$ cat src/rtl/cache_mem_pkg.sv
// Shared encodings and geometry for the cache/main-memory arbiter.
// Line offset = word-in-line beat index plus one byte-in-word bit.
package cache_mem_pkg;

  typedef enum logic [2:0] {
    ST_IDLE   = 3'd0,
    ST_WRITE  = 3'd1,
    ST_FILL_I = 3'd2,
    ST_FILL_D = 3'd3,
    ST_DRAIN  = 3'd4
  } arb_state_e;

  localparam int BEATS_DEF     = 8;
  localparam int MEM_LAT_DEF   = 4;
  localparam int BYTE_OFF_BITS = 1;

  // Lowest address bit that belongs to the line number.
  function automatic int line_lsb(input int beats);
    return $clog2(beats) + BYTE_OFF_BITS;
  endfunction

endpackage

$ cat src/rtl/mem_owner_pipe.sv
// MEM_LAT-stage shift register of {is_i, is_d} tags that tracks which cache
// owns each outstanding memory read; the tail lines up with the returning data.
module mem_owner_pipe #(
  parameter int DEPTH = 4
) (
  input  logic       clk,
  input  logic       rst,
  input  logic [1:0] tag_in,
  output logic [1:0] tag_tail
);

  logic [1:0] stage_r [DEPTH];

  // Shift one tag per cycle; reset drops every in-flight owner.
  always_ff @(posedge clk or posedge rst) begin
    if (rst) begin
      for (int i = 0; i < DEPTH; i++) begin
        stage_r[i] <= 2'b00;
      end
    end else begin
      stage_r[0] <= tag_in;
      for (int i = 1; i < DEPTH; i++) begin
        stage_r[i] <= stage_r[i-1];
      end
    end
  end

  assign tag_tail = stage_r[DEPTH-1];

endmodule

$ cat src/rtl/cache_mem_arbiter.sv
// Arbitrates the pipelined memory port between I-fill, D-fill and D stores,
// sequencing 8-beat line fills. Define ARB_ROUND_ROBIN_EN to alternate fill priority.
module cache_mem_arbiter
  import cache_mem_pkg::*;
#(
  parameter int ADDR_W  = 16,
  parameter int DATA_W  = 16,
  parameter int BEATS   = BEATS_DEF,
  parameter int MEM_LAT = MEM_LAT_DEF
) (
  input  logic              clk,
  input  logic              rst,
  input  logic              ic_req,
  input  logic [ADDR_W-1:0] ic_addr,
  output logic              ic_grant,
  output logic              ic_data_valid,
  input  logic              dc_req,
  input  logic [ADDR_W-1:0] dc_addr,
  output logic              dc_grant,
  output logic              dc_data_valid,
  input  logic              dc_wr_req,
  input  logic [ADDR_W-1:0] dc_wr_addr,
  input  logic [DATA_W-1:0] dc_wr_data,
  output logic              dc_wr_ack,
  output logic              mem_enable,
  output logic              mem_wr,
  output logic [ADDR_W-1:0] mem_addr,
  output logic [DATA_W-1:0] mem_wdata,
  input  logic              mem_data_valid,
  output logic              busy
);

  localparam int BEAT_W   = $clog2(BEATS);
  localparam int LINE_LSB = line_lsb(BEATS);
  localparam int LINE_W   = ADDR_W - LINE_LSB;
  localparam int DRN_W    = (MEM_LAT > 2) ? $clog2(MEM_LAT) : 1;

  localparam logic [BEAT_W-1:0] BEAT_LAST  = BEAT_W'(BEATS - 1);
  localparam logic [DRN_W-1:0]  DRAIN_LAST = DRN_W'(MEM_LAT - 2);

  arb_state_e        state_r, state_nx_s;
  logic [BEAT_W-1:0] beat_r, beat_nx_s;
  logic [DRN_W-1:0]  drain_r, drain_nx_s;
  logic [LINE_W-1:0] line_r, line_nx_s;
  logic              pick_d_s;

  logic              ic_grant_r, dc_grant_r, dc_wr_ack_r, mem_enable_r, mem_wr_r, busy_r;
  logic [ADDR_W-1:0] mem_addr_r, mem_addr_nx_s;
  logic [DATA_W-1:0] mem_wdata_r, mem_wdata_nx_s;
  logic [1:0]        owner_tail_s;

`ifdef ARB_ROUND_ROBIN_EN
  logic last_fill_i_r, last_fill_i_nx_s;

  // Last fill went to I: D wins a tie; last fill went to D: I wins a tie.
  always_comb begin
    pick_d_s = dc_req & (~ic_req | last_fill_i_r);
  end
`else
  // Fixed priority: a D fill always beats an I fill.
  always_comb begin
    pick_d_s = dc_req;
  end
`endif

  // Next-state logic plus the values every registered output takes next cycle.
  always_comb begin
    state_nx_s     = state_r;
    beat_nx_s      = beat_r;
    drain_nx_s     = drain_r;
    line_nx_s      = line_r;
    mem_addr_nx_s  = {ADDR_W{1'b0}};
    mem_wdata_nx_s = {DATA_W{1'b0}};
    case (state_r)
      ST_IDLE: begin
        if (dc_wr_req) begin
          state_nx_s     = ST_WRITE;
          mem_addr_nx_s  = dc_wr_addr;
          mem_wdata_nx_s = dc_wr_data;
        end else if (pick_d_s) begin
          state_nx_s = ST_FILL_D;
          line_nx_s  = dc_addr[ADDR_W-1:LINE_LSB];
        end else if (ic_req) begin
          state_nx_s = ST_FILL_I;
          line_nx_s  = ic_addr[ADDR_W-1:LINE_LSB];
        end else begin
          state_nx_s = ST_IDLE;
        end
      end
      ST_WRITE: begin
        state_nx_s = ST_IDLE;
      end
      ST_FILL_I, ST_FILL_D: begin
        if (beat_r == BEAT_LAST) begin
          beat_nx_s  = {BEAT_W{1'b0}};
          drain_nx_s = {DRN_W{1'b0}};
          state_nx_s = ST_DRAIN;
        end else begin
          beat_nx_s = beat_r + BEAT_W'(1);
        end
      end
      ST_DRAIN: begin
        if (drain_r == DRAIN_LAST) begin
          drain_nx_s = {DRN_W{1'b0}};
          state_nx_s = ST_IDLE;
        end else begin
          drain_nx_s = drain_r + DRN_W'(1);
        end
      end
      default: begin
        state_nx_s = ST_IDLE;
        beat_nx_s  = {BEAT_W{1'b0}};
        drain_nx_s = {DRN_W{1'b0}};
      end
    endcase
    if ((state_nx_s == ST_FILL_I) || (state_nx_s == ST_FILL_D)) begin
      mem_addr_nx_s = {line_nx_s, beat_nx_s, 1'b0};
    end else begin
      mem_addr_nx_s = mem_addr_nx_s;
    end
  end

`ifdef ARB_ROUND_ROBIN_EN
  // Remember which cache won the most recent fill.
  always_comb begin
    if ((state_r == ST_IDLE) && (state_nx_s == ST_FILL_I)) begin
      last_fill_i_nx_s = 1'b1;
    end else if ((state_r == ST_IDLE) && (state_nx_s == ST_FILL_D)) begin
      last_fill_i_nx_s = 1'b0;
    end else begin
      last_fill_i_nx_s = last_fill_i_r;
    end
  end

  // Fill-history register for round-robin tie breaks.
  always_ff @(posedge clk or posedge rst) begin
    if (rst) begin
      last_fill_i_r <= 1'b0;
    end else begin
      last_fill_i_r <= last_fill_i_nx_s;
    end
  end
`endif

  // FSM state, counters and latched line number.
  always_ff @(posedge clk or posedge rst) begin
    if (rst) begin
      state_r <= ST_IDLE;
      beat_r  <= {BEAT_W{1'b0}};
      drain_r <= {DRN_W{1'b0}};
      line_r  <= {LINE_W{1'b0}};
    end else begin
      state_r <= state_nx_s;
      beat_r  <= beat_nx_s;
      drain_r <= drain_nx_s;
      line_r  <= line_nx_s;
    end
  end

  // Output registers; grants persist from fill start through the drain.
  always_ff @(posedge clk or posedge rst) begin
    if (rst) begin
      ic_grant_r   <= 1'b0;
      dc_grant_r   <= 1'b0;
      dc_wr_ack_r  <= 1'b0;
      mem_enable_r <= 1'b0;
      mem_wr_r     <= 1'b0;
      busy_r       <= 1'b0;
      mem_addr_r   <= {ADDR_W{1'b0}};
      mem_wdata_r  <= {DATA_W{1'b0}};
    end else begin
      ic_grant_r   <= (state_nx_s == ST_FILL_I) | ((state_nx_s == ST_DRAIN) & ic_grant_r);
      dc_grant_r   <= (state_nx_s == ST_FILL_D) | ((state_nx_s == ST_DRAIN) & dc_grant_r);
      dc_wr_ack_r  <= (state_nx_s == ST_WRITE);
      mem_wr_r     <= (state_nx_s == ST_WRITE);
      mem_enable_r <= (state_nx_s == ST_WRITE) | (state_nx_s == ST_FILL_I) |
                      (state_nx_s == ST_FILL_D);
      busy_r       <= (state_nx_s != ST_IDLE);
      mem_addr_r   <= mem_addr_nx_s;
      mem_wdata_r  <= mem_wdata_nx_s;
    end
  end

  mem_owner_pipe #(
    .DEPTH (MEM_LAT)
  ) u_owner_pipe (
    .clk      (clk),
    .rst      (rst),
    .tag_in   ({state_r == ST_FILL_I, state_r == ST_FILL_D}),
    .tag_tail (owner_tail_s)
  );

  assign ic_data_valid = mem_data_valid & owner_tail_s[1];
  assign dc_data_valid = mem_data_valid & owner_tail_s[0];
  assign ic_grant      = ic_grant_r;
  assign dc_grant      = dc_grant_r;
  assign dc_wr_ack     = dc_wr_ack_r;
  assign mem_enable    = mem_enable_r;
  assign mem_wr        = mem_wr_r;
  assign mem_addr      = mem_addr_r;
  assign mem_wdata     = mem_wdata_r;
  assign busy          = busy_r;

endmodule

$ cat config.mk
export PLATFORM = sky130hd
export DESIGN_NAME = cache_mem_arbiter
export DESIGN_NICKNAME = d
export VERILOG_FILES = /design/src/rtl/cache_mem_pkg.sv /design/src/rtl/mem_owner_pipe.sv /design/src/rtl/cache_mem_arbiter.sv
export SDC_FILE = /design/constraint.sdc
export NUM_CORES = 1
export LEC_CHECK = 0
export ABC_AREA = 1
export CAP_MARGIN = 20
export CORE_ASPECT_RATIO = 1.75
export CORE_MARGIN = 10
export CORE_UTILIZATION = 56
export CTS_BUF_LIST = sky130_fd_sc_hd__clkbuf_8
export CTS_CLUSTER_SIZE = 8
export DETAILED_ROUTE_END_ITERATION = 6
export DONT_BUFFER_PORTS = 1
export PLACE_DENSITY = 0.71
export SYNTH_ARGS = -nofsm -noshare
export SYNTH_HDL_FRONTEND = slang
export SYNTH_HIERARCHICAL = 1
export SYNTH_SLANG_ARGS = --single-unit
$ cat constraint.sdc
create_clock -name clk -period 2.2 [get_ports clk]
set_input_delay 0.44 -clock clk [delete_from_list [all_inputs] [get_ports clk]]
set_output_delay 0.44 -clock clk [all_outputs]
set_load 0.01 [all_outputs]
==> Word-level counts from Yosys, hierarchy flattened <==
Index checks and enable logic that the tools add are counted.
{ "totals": {"reg_bits": 65, "inputBits": 70, "output_inout_bits": 40, "word_cells": 64} }
{ "classes": {"add_sub_neg": 2, "n_eq_ne": 11, "n_mux": 20, "bitwise_logic": 9, "n_reduce_logical": 7} }
{ "ops": {"columns": ["cell", "count"], "rows": [
  ["16-bit two-way mux", 5],
  ["12-bit two-way mux", 4],
  ["3-bit by 2-bit == test with 1-bit output (second input constant)", 4],
  ["2-bit two-way mux", 5],
  ["3-bit == test (second input constant)", 3],
  ["3-bit two-way mux", 3],
  ["3-bit case mux with 3 select lines", 1],
  ["3-bit by 1-bit == test with 1-bit output (second input constant)", 2],
  ["2-bit case mux with 3 select lines", 1],
  ["3-bit case mux with 2 select lines", 1],
  ["1-bit bitwise AND", 4],
  ["1-bit bitwise OR", 4],
  ["2-bit OR reduction", 2],
  ["3-bit by 1-bit adder with 3-bit output (second input constant)", 1],
  ["3-bit logical NOT", 1],
  ["3-bit nonzero test", 1],
  ["3-bit OR reduction", 1],
  ["2-bit by 1-bit adder with 2-bit output (second input constant)", 1],
  ["2-bit == test (second input constant)", 1],
  ["2-bit inequality test (second input constant)", 1],
  ["2-bit AND reduction", 1],
  ["1-bit logical OR", 1],
  ["1-bit inverter", 1]
]} }

==> Logic depth before layout (Yosys ltp) <==
Gate-level depths: netlist (run 1).
{ "depth": {"depth_word": 7, "mapped_depth": 8} }

==> Cells and area by module <==
Netlist (run 1), hierarchy kept.
{ "by_module_without_submodules": {"columns": ["module", "n_inst", "cells_each", "area_each_um2"], "rows": [
  ["cache_mem_arbiter", 1, 315, 2561.2],
  ["mem_owner_pipe", 1, 11, 219.0]
]} }

==> Least setup slack after synthesis (run 1) <==
OpenSTA, ideal clock, no wires.
{ "synth_timing": {"path_type": "reg-to-reg", "start": "register beat_r[0]", "end": "register mem_addr_r[12], in the netlist mem_addr[12]", "setup_ns": 0.065, "arrival_ns": 1.294, "t_required_ns": 2.135, "slack_ns": 0.841, "path_stages_with_launch": 9, "n_path_buf": 1, "period_less_slack_ns": 1.359, "path_cell_list": "dfrtp_1 > ha_1 > ha_1 > nor2_4 > inv_2 > nand2_4 > buf_8 > nand3_1 > nand2_1"} }
{ "synth_between": {"elab_chain_len": 6, "elab_cells_between_ends": 7} }
{ "synth_lines": {"columns": ["element", "line_no", "source"], "rows": [
  ["start, declared", "cache_mem_arbiter.sv:42", "logic [BEAT_W-1:0] beat_r, beat_nx_s;"],
  ["start signal, assigned", "cache_mem_arbiter.sv:149", "beat_r <= {BEAT_W{1'b0}};"],
  ["start signal, assigned", "cache_mem_arbiter.sv:154", "beat_r <= beat_nx_s;"],
  ["3-bit == test *", "cache_mem_arbiter.sv:94", "if (beat_r == BEAT_LAST) begin"],
  ["3-bit two-way mux *", "cache_mem_arbiter.sv:94", null],
  ["3-bit case mux with 3 select lines *", "cache_mem_arbiter.sv:74", "case (state_r)"],
  ["net state_nx_s[1]", "cache_mem_arbiter.sv:41", "arb_state_e state_r, state_nx_s;"],
  ["3-bit by 2-bit == test with 1-bit output", "cache_mem_arbiter.sv:116", "if ((state_nx_s == ST_FILL_I) || (state_nx_s == ST_FILL_D)) begin"],
  ["1-bit logical OR *", "cache_mem_arbiter.sv:116", null],
  ["16-bit two-way mux *", "cache_mem_arbiter.sv:116", null],
  ["net mem_addr_nx_s[12]", "cache_mem_arbiter.sv:48", "logic [ADDR_W-1:0] mem_addr_r, mem_addr_nx_s;"],
  ["end signal, assigned", "cache_mem_arbiter.sv:169", "mem_addr_r <= {ADDR_W{1'b0}};"],
  ["end signal, assigned", "cache_mem_arbiter.sv:179", "mem_addr_r <= mem_addr_nx_s;"],
  ["end, declared", "cache_mem_arbiter.sv:48", null]
]} }
The timed path passes the listed nets; every way through them passes the cells marked *.
A chain may end at the register's enable or synchronous reset.

==> Worst setup path in the final report (run 1) <==
{ "layout_timing": {"start": "register state_r[1]", "end": "register mem_addr_r[8], in the netlist mem_addr[8]"} }
{ "layout_between": {"elab_chain_len": 6, "elab_cells_between_ends": 14} }
{ "layout_lines": {"columns": ["element", "line_no", "source"], "rows": [
  ["start, declared", "cache_mem_arbiter.sv:41", null],
  ["start signal, assigned", "cache_mem_arbiter.sv:153", "state_r <= state_nx_s;"],
  ["3-bit by 2-bit == test with 1-bit output", "cache_mem_arbiter.sv:74", null],
  ["2-bit OR reduction", "cache_mem_arbiter.sv:74", null],
  ["3-bit case mux with 3 select lines", "cache_mem_arbiter.sv:74", null],
  ["3-bit by 2-bit == test with 1-bit output", "cache_mem_arbiter.sv:116", null],
  ["1-bit logical OR", "cache_mem_arbiter.sv:116", null],
  ["16-bit two-way mux *", "cache_mem_arbiter.sv:116", null],
  ["net mem_addr_nx_s[8]", "cache_mem_arbiter.sv:48", null]
]} }
Marks and branches as above.

==> reports/results.txt, run 1 <==
Clk pin slew, worst setup/hold paths: 70 ps
Total CTS buffers: 9
GRT Total Usage: 14.1%
CTS Root Cell: clkbuf_8
Gr ovfl total: 0
Fin nets: 399
Cell area after layout: 3000 um2
Syn Inst Count: 326
Area growth syn-to-layout: 7.88%
Synth Warn #: 6
Leading area contributor after synthesis: dfrtp_1
Unique masters post-synth: 22
Layout cells sized above 1: 12.7%
Skew final: 9.84 ps
Post-Syn Area: 2780 um2
Clock Sinks: 65
Static leakage: 1.69 nW
Wire per inst: 15.0 um
DR WL met3: 507 um
1st-iter DRT viols: 93
Ports: 110
Max VDD drop: 809 uV
Initial antenna violation count: 0
Critical path arrival: 1780 ps
Largest net degree at the start of global routing: 34
Min-delay worst type: input pin to async pin
Std-Cell Rows: 33
Max frequency: 0.639 GHz
Area of the die: 8290 um2
DR vias/cell: 4.93
Vias: 1893
Register area share after synthesis: 58.5%
DP HPWL: 4.40 mm
Critical path's largest stage delay: 470 ps
First-pass iteration count of the detailed router: 4
Routed WL: 5.78 mm
Die height: 113 um
Tcrit/Tclk final: 71.1%
Startpoint type of the worst setup path: flip-flop
DR top layer: met4
Rel. slew slack: 52.5%
Global-route wire length before repair: 9.19 mm
Routability cong.: 0.848
CTS max path bufs: 2
Status: complete, no violations
Final Util: 63.2%
Core area: 4750 um2
Final Hold Violating Endpoints: 0
Setup violations, final: 0
Ant diodes: 0
#FFs+latches synth: 65
TritonCTS clock tree: yes
P per Cell Area: 1380 nW/um2
Met2 wire len: 2.95 mm
Max_cap viols: 0
Fillcell total: 431
Synthesized Nets: 398
RSZ-0062 raised after global routing: false
WP buf/inv: 0
Vias in the first global route: 1996
Crit-path max FO: 19
Slowest stage cell, crit path: dfrtp_1
CTS H-tree lvls: 3
Worst skew pair latency: 340 ps
Die X: 73.3 um
Worst Setup Path Type: flip-flop to flip-flop
Slew @ Worst Pin: 711 ps
Total power draw: 0.00414 W
DRT met1 WL: 2.24 mm
FF-to-FF setup slack: 640 ps
Synth top area share: 58.5%
Critical path's top delay family: simple AND/OR/NAND/NOR gates
Placed standard-cell area: 2770 um2
CP dominant cell by count: nand2_1
Top post-synthesis cells by area: dfrtp_1 59%, nand2_1 18%, inv_1 6.3%, nor2_1 3.1%, nand3_1 2.7%
IO Port Bufs: 0
Final Max Slew Viols: 0
Setup_tns: 0 ps
Setup Fix Bufs, Post-CTS: 0
Post-Syn Area per Cell: 8.53 um2
Final min period: 1560 ps
DRC: 0
Initial Util: 58.6%
Setup crit end kind: flip-flop
Critical Path RT: 2420 ps
Cell Chain, Critical Path: nor2_2 > nand2_4 > nor2_4 > nand2_1 > nand3_1 > nand2_1
Post-route ant nets: 0
metal layers:
layer  vias to the layer above  track usage (%)
met1                       862             14.9
met5                         -                0
met4                         0             7.63
li1                        952                -
met2                        71             23.7
met3                         8             4.46
Yosys cell counts, drive strengths merged:
master	count
dfrtp	65
nand3	15
buf	11
clkbuf	1
nor2	28
nand2	138
a21oi	2
or2	11
o22ai	1
o31ai	1
ha	2
inv	49
o21ai	2
placed cells by master, fill, tap and decap left out, drive strengths merged:
cell type    instances
clkinv               1
ha                   2
dlygate4sd3          1
nand3               15
clkinvlp             2
o22ai                1
nand2              138
clkbuf              12
a21oi                2
buf                  1
dfrtp               65
or2                 11
o21ai                2
o31ai                1
bufinv               1
nor2                28
inv                 49
logic make-up (layout without fill, tap and decap cells):
group	count (synthesis)	after routing	synth area share (%)
and+or+nand+nor	192	192	29.5
DFF	65	65	58.5
buffers and inverters	61	67	9.90
AOI/OAI and AO/OA	6	6	1.22
adders and majority gates	2	2	0.900
final cells by class:
| cell class | instances | area [um2] | area share, % |
|---|---|---|---|
| clock buffers | 12 | 165 | 5.51 |
| clock inverters | 4 | 50.0 | 1.67 |
| inverters | 49 | 184 | 6.13 |
| multi-input cells | 200 | 878 | 29.3 |
| flip-flops and latches | 65 | 1630 | 54.2 |
| well taps | 52 | 65.1 | 2.17 |
| repair buffers | 2 | 30.0 | 1.00 |
power by group:
group	leakage, nW	switching (W)	internal, W
Combinational	0.780	0.000747	0.000349
Clock	0.105	0.000442	0.000614
Sequential	0.809	0.000335	0.00165
Total	1.69	0.00152	0.00261
flip-flops by register name, indices dropped and copies added, names as in the netlist:
name / flops
mem_addr: 16
drain_r: 2
mem_wdata: 16
u_owner_pipe/stage_r: 6
u_owner_pipe/tag_tail: 2
dc_grant: 1
ic_grant: 1
busy: 1
mem_enable: 1
beat_r: 3
line_r: 12
state_r: 3
mem_wr: 1
through the flow:
stage                     hold slack, ps  cells  setup WS [ps]
after global placement               270    367            654
after floorplan                      256    326            360
after detailed placement             287    367            614
final                                103    384            635
after CTS                            120    384            612
after global routing                 161    384            485
final timing paths:
check / cells past startpoint / endpoint / from
max: 6 / mem_addr[8] / state_r[1]
min reg2reg: 0 / u_owner_pipe/stage_r[4] / u_owner_pipe/stage_r[6]
max in group asynchronous: 2 / u_owner_pipe/stage_r[3] / rst
min: 1 / line_r[7] / rst
min in group clk: 2 / mem_addr[6] / dc_wr_addr[6]
max reg2reg: 6 / mem_addr[8] / state_r[1]
what timing repair did:
action                                 CTS  global route
endpoints found under the hold margin    8             0
resized for setup                        0             0
hold buffers                             1             0
(Power assumes the default switching activity.)
==> run 2, diff against run 1 <==
clock period = 1.5 ns   (was 2.2 ns; I/O delays follow)
==> run 2 against run 1 <==
  * First-iteration DRC count is 38% lower
  * Fmax is 14% higher
  * Routed wire length is 1.3% lower
  * Global-route usage is 0.088 points higher
  * Critical path type unchanged
  * Worst setup slack worse by 510 ps
  * Cell area is 3.0% higher
==> reports/results.txt, run 2 (synthesis results as in run 1) <==
Status: complete, no violations
Setup_tns: 0 ps
Die height: 113 um
DR vias/cell: 4.90
Most frequent cells in the layout: 131 x nand2_1, 65 x dfrtp_1, 46 x inv_1, 23 x nor2_1, 15 x nand3_1
DP HPWL: 4.33 mm
Final min period: 1370 ps
P per Cell Area: 2060 nW/um2
Clock Sinks: 65
IO Port Bufs: 0
Post-route ant nets: 0
Min-delay worst type: input pin to flip-flop
Final Hold Violating Endpoints: 0
Setup crit end kind: flip-flop
CTS H-tree lvls: 3
First-pass iteration count of the detailed router: 5
Skew final: 8.46 ps
Slew @ Worst Pin: 403 ps
Clk pin slew, worst setup/hold paths: 70 ps
Static leakage: 1.74 nW
Routability cong.: 0.814
Worst r2r src: beat_r[0]
Critical Path RT: 1770 ps
Wire per inst: 14.6 um
Rel. slew slack: 73.1%
Crit-path max FO: 9
RSZ-0062 raised after global routing: false
Area growth syn-to-layout: 11.1%
TritonCTS clock tree: yes
Gr ovfl total: 0
Area of the die: 8290 um2
Die X: 73.3 um
HP Start: dc_wr_addr[7]
Total CTS buffers: 9
Core area: 4750 um2
Critical path launch point: beat_r[0]
Ports: 110
CTS Root Cell: clkbuf_8
Setup violations, final: 0
Max_cap viols: 0
DRC: 0
Vias in the first global route: 1958
Worst skew pair latency: 340 ps
Max frequency: 0.729 GHz
Startpoint type of the worst setup path: flip-flop
1st-iter DRT viols: 58
Tcrit/Tclk final: 91.4%
Most common cell after layout, fill and taps aside: nand2_1
Routed WL: 5.70 mm
Initial antenna violation count: 0
Largest net degree at the start of global routing: 33
Initial Util: 58.6%
GRT Total Usage: 14.2%
CTS max path bufs: 2
Fillcell total: 404
Worst Setup Path Type: flip-flop to flip-flop
Ant diodes: 0
Max VDD drop: 1280 uV
Fin nets: 405
Vias: 1911
Global-route wire length before repair: 9.13 mm
Std-Cell Rows: 33
Total power draw: 0.00635 W
Critical path arrival: 1650 ps
Final Max Slew Viols: 0
Layout cells sized above 1: 15.1%
[run 2: per-stage QoR]
step                      cells  hold slack, ps  utilization, %  setup slack [ps]  cell area (um2)
after floorplan             326             116               -               141             2780
after global placement      371             140            58.9              54.7             2800
after detailed placement    371             140            58.9              25.6             2800
after CTS                   388            64.2            63.9              14.3             3030
after global routing        390            64.5            65.0              17.2             3090
final                       390            73.1            65.0               128             3090
[run 2: power breakdown]
part | switching, W | total [W] | internal, W
clock | 0.000633 | 0.00165 | 0.00102
combinational | 0.00116 | 0.00178 | 0.000625
sequential | 0.000490 | 0.00291 | 0.00242
total | 0.00228 | 0.00635 | 0.00407
[run 2: area by class of cell]
| class | count | area (um2) | share of cell area, % |
|---|---|---|---|
| clock buffers | 11 | 151 | 4.90 |
| clock inverters | 5 | 77.6 | 2.51 |
| inverters | 49 | 188 | 6.08 |
| multi-input cells | 201 | 912 | 29.5 |
| flip-flops and latches | 65 | 1630 | 52.7 |
| well taps | 52 | 65.1 | 2.11 |
| repair buffers | 7 | 67.6 | 2.19 |
[run 2: final timing paths]
path,endpoint,slack (ps),cells after the start
min,mem_addr[7],70,2
min in group asynchronous,u_owner_pipe/tag_tail[0],410,2
min reg2reg,u_owner_pipe/stage_r[4],350,0
max reg2reg,mem_addr[5],130,7
max,mem_addr[5],130,7
max in group asynchronous,line_r[10],630,3
[run 2: critical path, cell delays in order (launching register included)]
cell and delay (ps):
dfrtp_1 400, ha_1 210, ha_2 200, nor2_4 120, inv_2 90, nand2_4 140
nand3_1 90, nand2_1 60
[run 2: repair_timing]
item / in CTS / in global routing
resized for setup: 0 / 5
hold buffers: 1 / 0
setup endpoints to repair: 0 / 18
endpoints found under the hold margin: 65 / 0
buffers inserted: 0 / 1
[run 2: metal layers]
layer | share of wire [%] | track usage, %
met2 | 51 | 22.7
met3 | 9.9 | 6.30
met1 | 37 | 14.8
met4 | 2.3 | 8.02
met5 | 0 | 0
==> run 3, diff against run 2 <==
CORE_MARGIN = 4   (was 10)
GPL_TIMING_DRIVEN = 0   (was default)
SKIP_CTS_REPAIR_TIMING = 1   (was default)
==> run 3 against run 2 <==
  * Worst hold slack lost 2.2 ps
  * Total power shrank 0.44%
  * Clock power shrank 19%
  * Critical path type unchanged
  * Critical endpoint is now mem_addr[10]
  * Largest cell class unchanged
==> reports/results.txt, run 3 (synthesis results as in run 1) <==
Area growth syn-to-layout: 13.1%
Setup_tns: 0 ps
Ant diodes: 0
Startpoint type of the worst setup path: flip-flop
Gr ovfl total: 0
Initial antenna violation count: 0
Fin nets: 416
Tcrit/Tclk final: 94.1%
Wire per inst: 13.7 um
Final min period: 1410 ps
P per Cell Area: 2010 nW/um2
Routability cong.: 0.770
Post-route ant nets: 0
IO Port Bufs: 0
Clock Sinks: 65
1st-iter DRT viols: 83
Vias in the first global route: 1989
Max VDD drop: 1180 uV
Worst skew pair latency: 340 ps
Min-delay worst type: input pin to flip-flop
Most common cell after layout, fill and taps aside: nand2_1
Placed standard-cell area: 2870 um2
CTS H-tree lvls: 3
Total CTS buffers: 9
Global-route wire length before repair: 8.91 mm
Die X: 61.3 um
Crit-path max FO: 10
Area of the die: 6200 um2
Vias: 1974
Final Max Slew Viols: 0
Worst Setup Path Type: flip-flop to flip-flop
Cell area after layout: 3150 um2
Total power draw: 0.00632 W
DRC: 0
CTS max path bufs: 2
Core area: 4750 um2
Status: complete, no violations
Std-Cell Rows: 33
TritonCTS clock tree: yes
Most frequent cells in the layout: 132 x nand2_1, 64 x dfrtp_1, 46 x inv_1, 23 x nor2_1, 15 x nand3_1
Layout cells sized above 1: 17.5%
GRT Total Usage: 19.6%
Routed WL: 5.49 mm
Final Hold Violating Endpoints: 0
Slew @ Worst Pin: 406 ps
Rel. slew slack: 72.9%
DR vias/cell: 4.92
First-pass iteration count of the detailed router: 4
Setup violations, final: 0
Setup crit end kind: flip-flop
Clk pin slew, worst setup/hold paths: 70 ps
Initial Util: 58.6%
Ports: 110
Largest net degree at the start of global routing: 44
Critical Path RT: 1720 ps
CTS Root Cell: clkbuf_8
Final Util: 66.2%
Die height: 101 um
Static leakage: 1.76 nW
Max frequency: 0.708 GHz
DP HPWL: 4.01 mm
Critical path arrival: 1630 ps
Max_cap viols: 0
Skew final: 5.41 ps
run 3: changes by cell type in the layout (fill, tap and decap cells not counted), moves of 2 or more:
cell and delta:
buf_6 +2, bufinv_16 -2, buf_2 +4, nand2_4 -2
buf_4 +3
run 3: routing by layer:
| layer | routed length [um] | GRT usage, % | up-vias |
|---|---|---|---|
| met3 | 486 | 7.65 | 8 |
| met4 | 103 | 8.51 | 0 |
| met1 | 1890 | 21.2 | 905 |
| met2 | 3010 | 33.0 | 75 |
| li1 | - | - | 986 |
| met5 | 0 | 0 | - |
run 3: layout make-up:
class | count | area, um2
Buffer | 12 | 91.3
Clock buffer | 11 | 151
Sequential cell | 65 | 1630
Timing Repair Buffer | 7 | 85.1
Inverter | 49 | 188
Fill cell | 403 | 1600
Clock inverter | 5 | 30.0
Tap cell | 52 | 65.1
Multi-Input combinational cell | 200 | 907
run 3: critical path: stages (launching register included):
cell and delay [ps]:
dfrtp_2 470, nor2_4 160, nand2_4 130, nor2_4 130
buf_6 160, nand2_1 70, nand3_1 100, nand2_1 70
run 3: worst paths after layout:
check,startpoint,endpoint,slack (ps),depth (start not counted)
worst max-delay path,state_r[1],mem_addr[10],90,7
min in group asynchronous,rst,u_owner_pipe/stage_r[5],410,2
max in group asynchronous,rst,mem_addr[13],550,3
worst max register to register,state_r[1],mem_addr[10],90,7
worst min register to register,u_owner_pipe/stage_r[7],u_owner_pipe/stage_r[5],350,0
worst min-delay path,dc_wr_addr[6],mem_addr[6],70,2
run 3: report_power, final:
part	switching (W)	internal [W]
Clock	0.000648	0.000680
Sequential	0.000486	0.00243
Combinational	0.00122	0.000863
Total	0.00235	0.00397
run 3: metrics by stage:
step / std cells / hold WS [ps] / setup WS [ps]
after floorplan: 326 / 116 / 141
after global placement: 378 / 138 / -17.2
after detailed placement: 379 / 145 / -39.9
after CTS: 395 / -215 / -57.8
after global routing: 401 / 56.6 / -3.04
final: 401 / 70.9 / 87.9
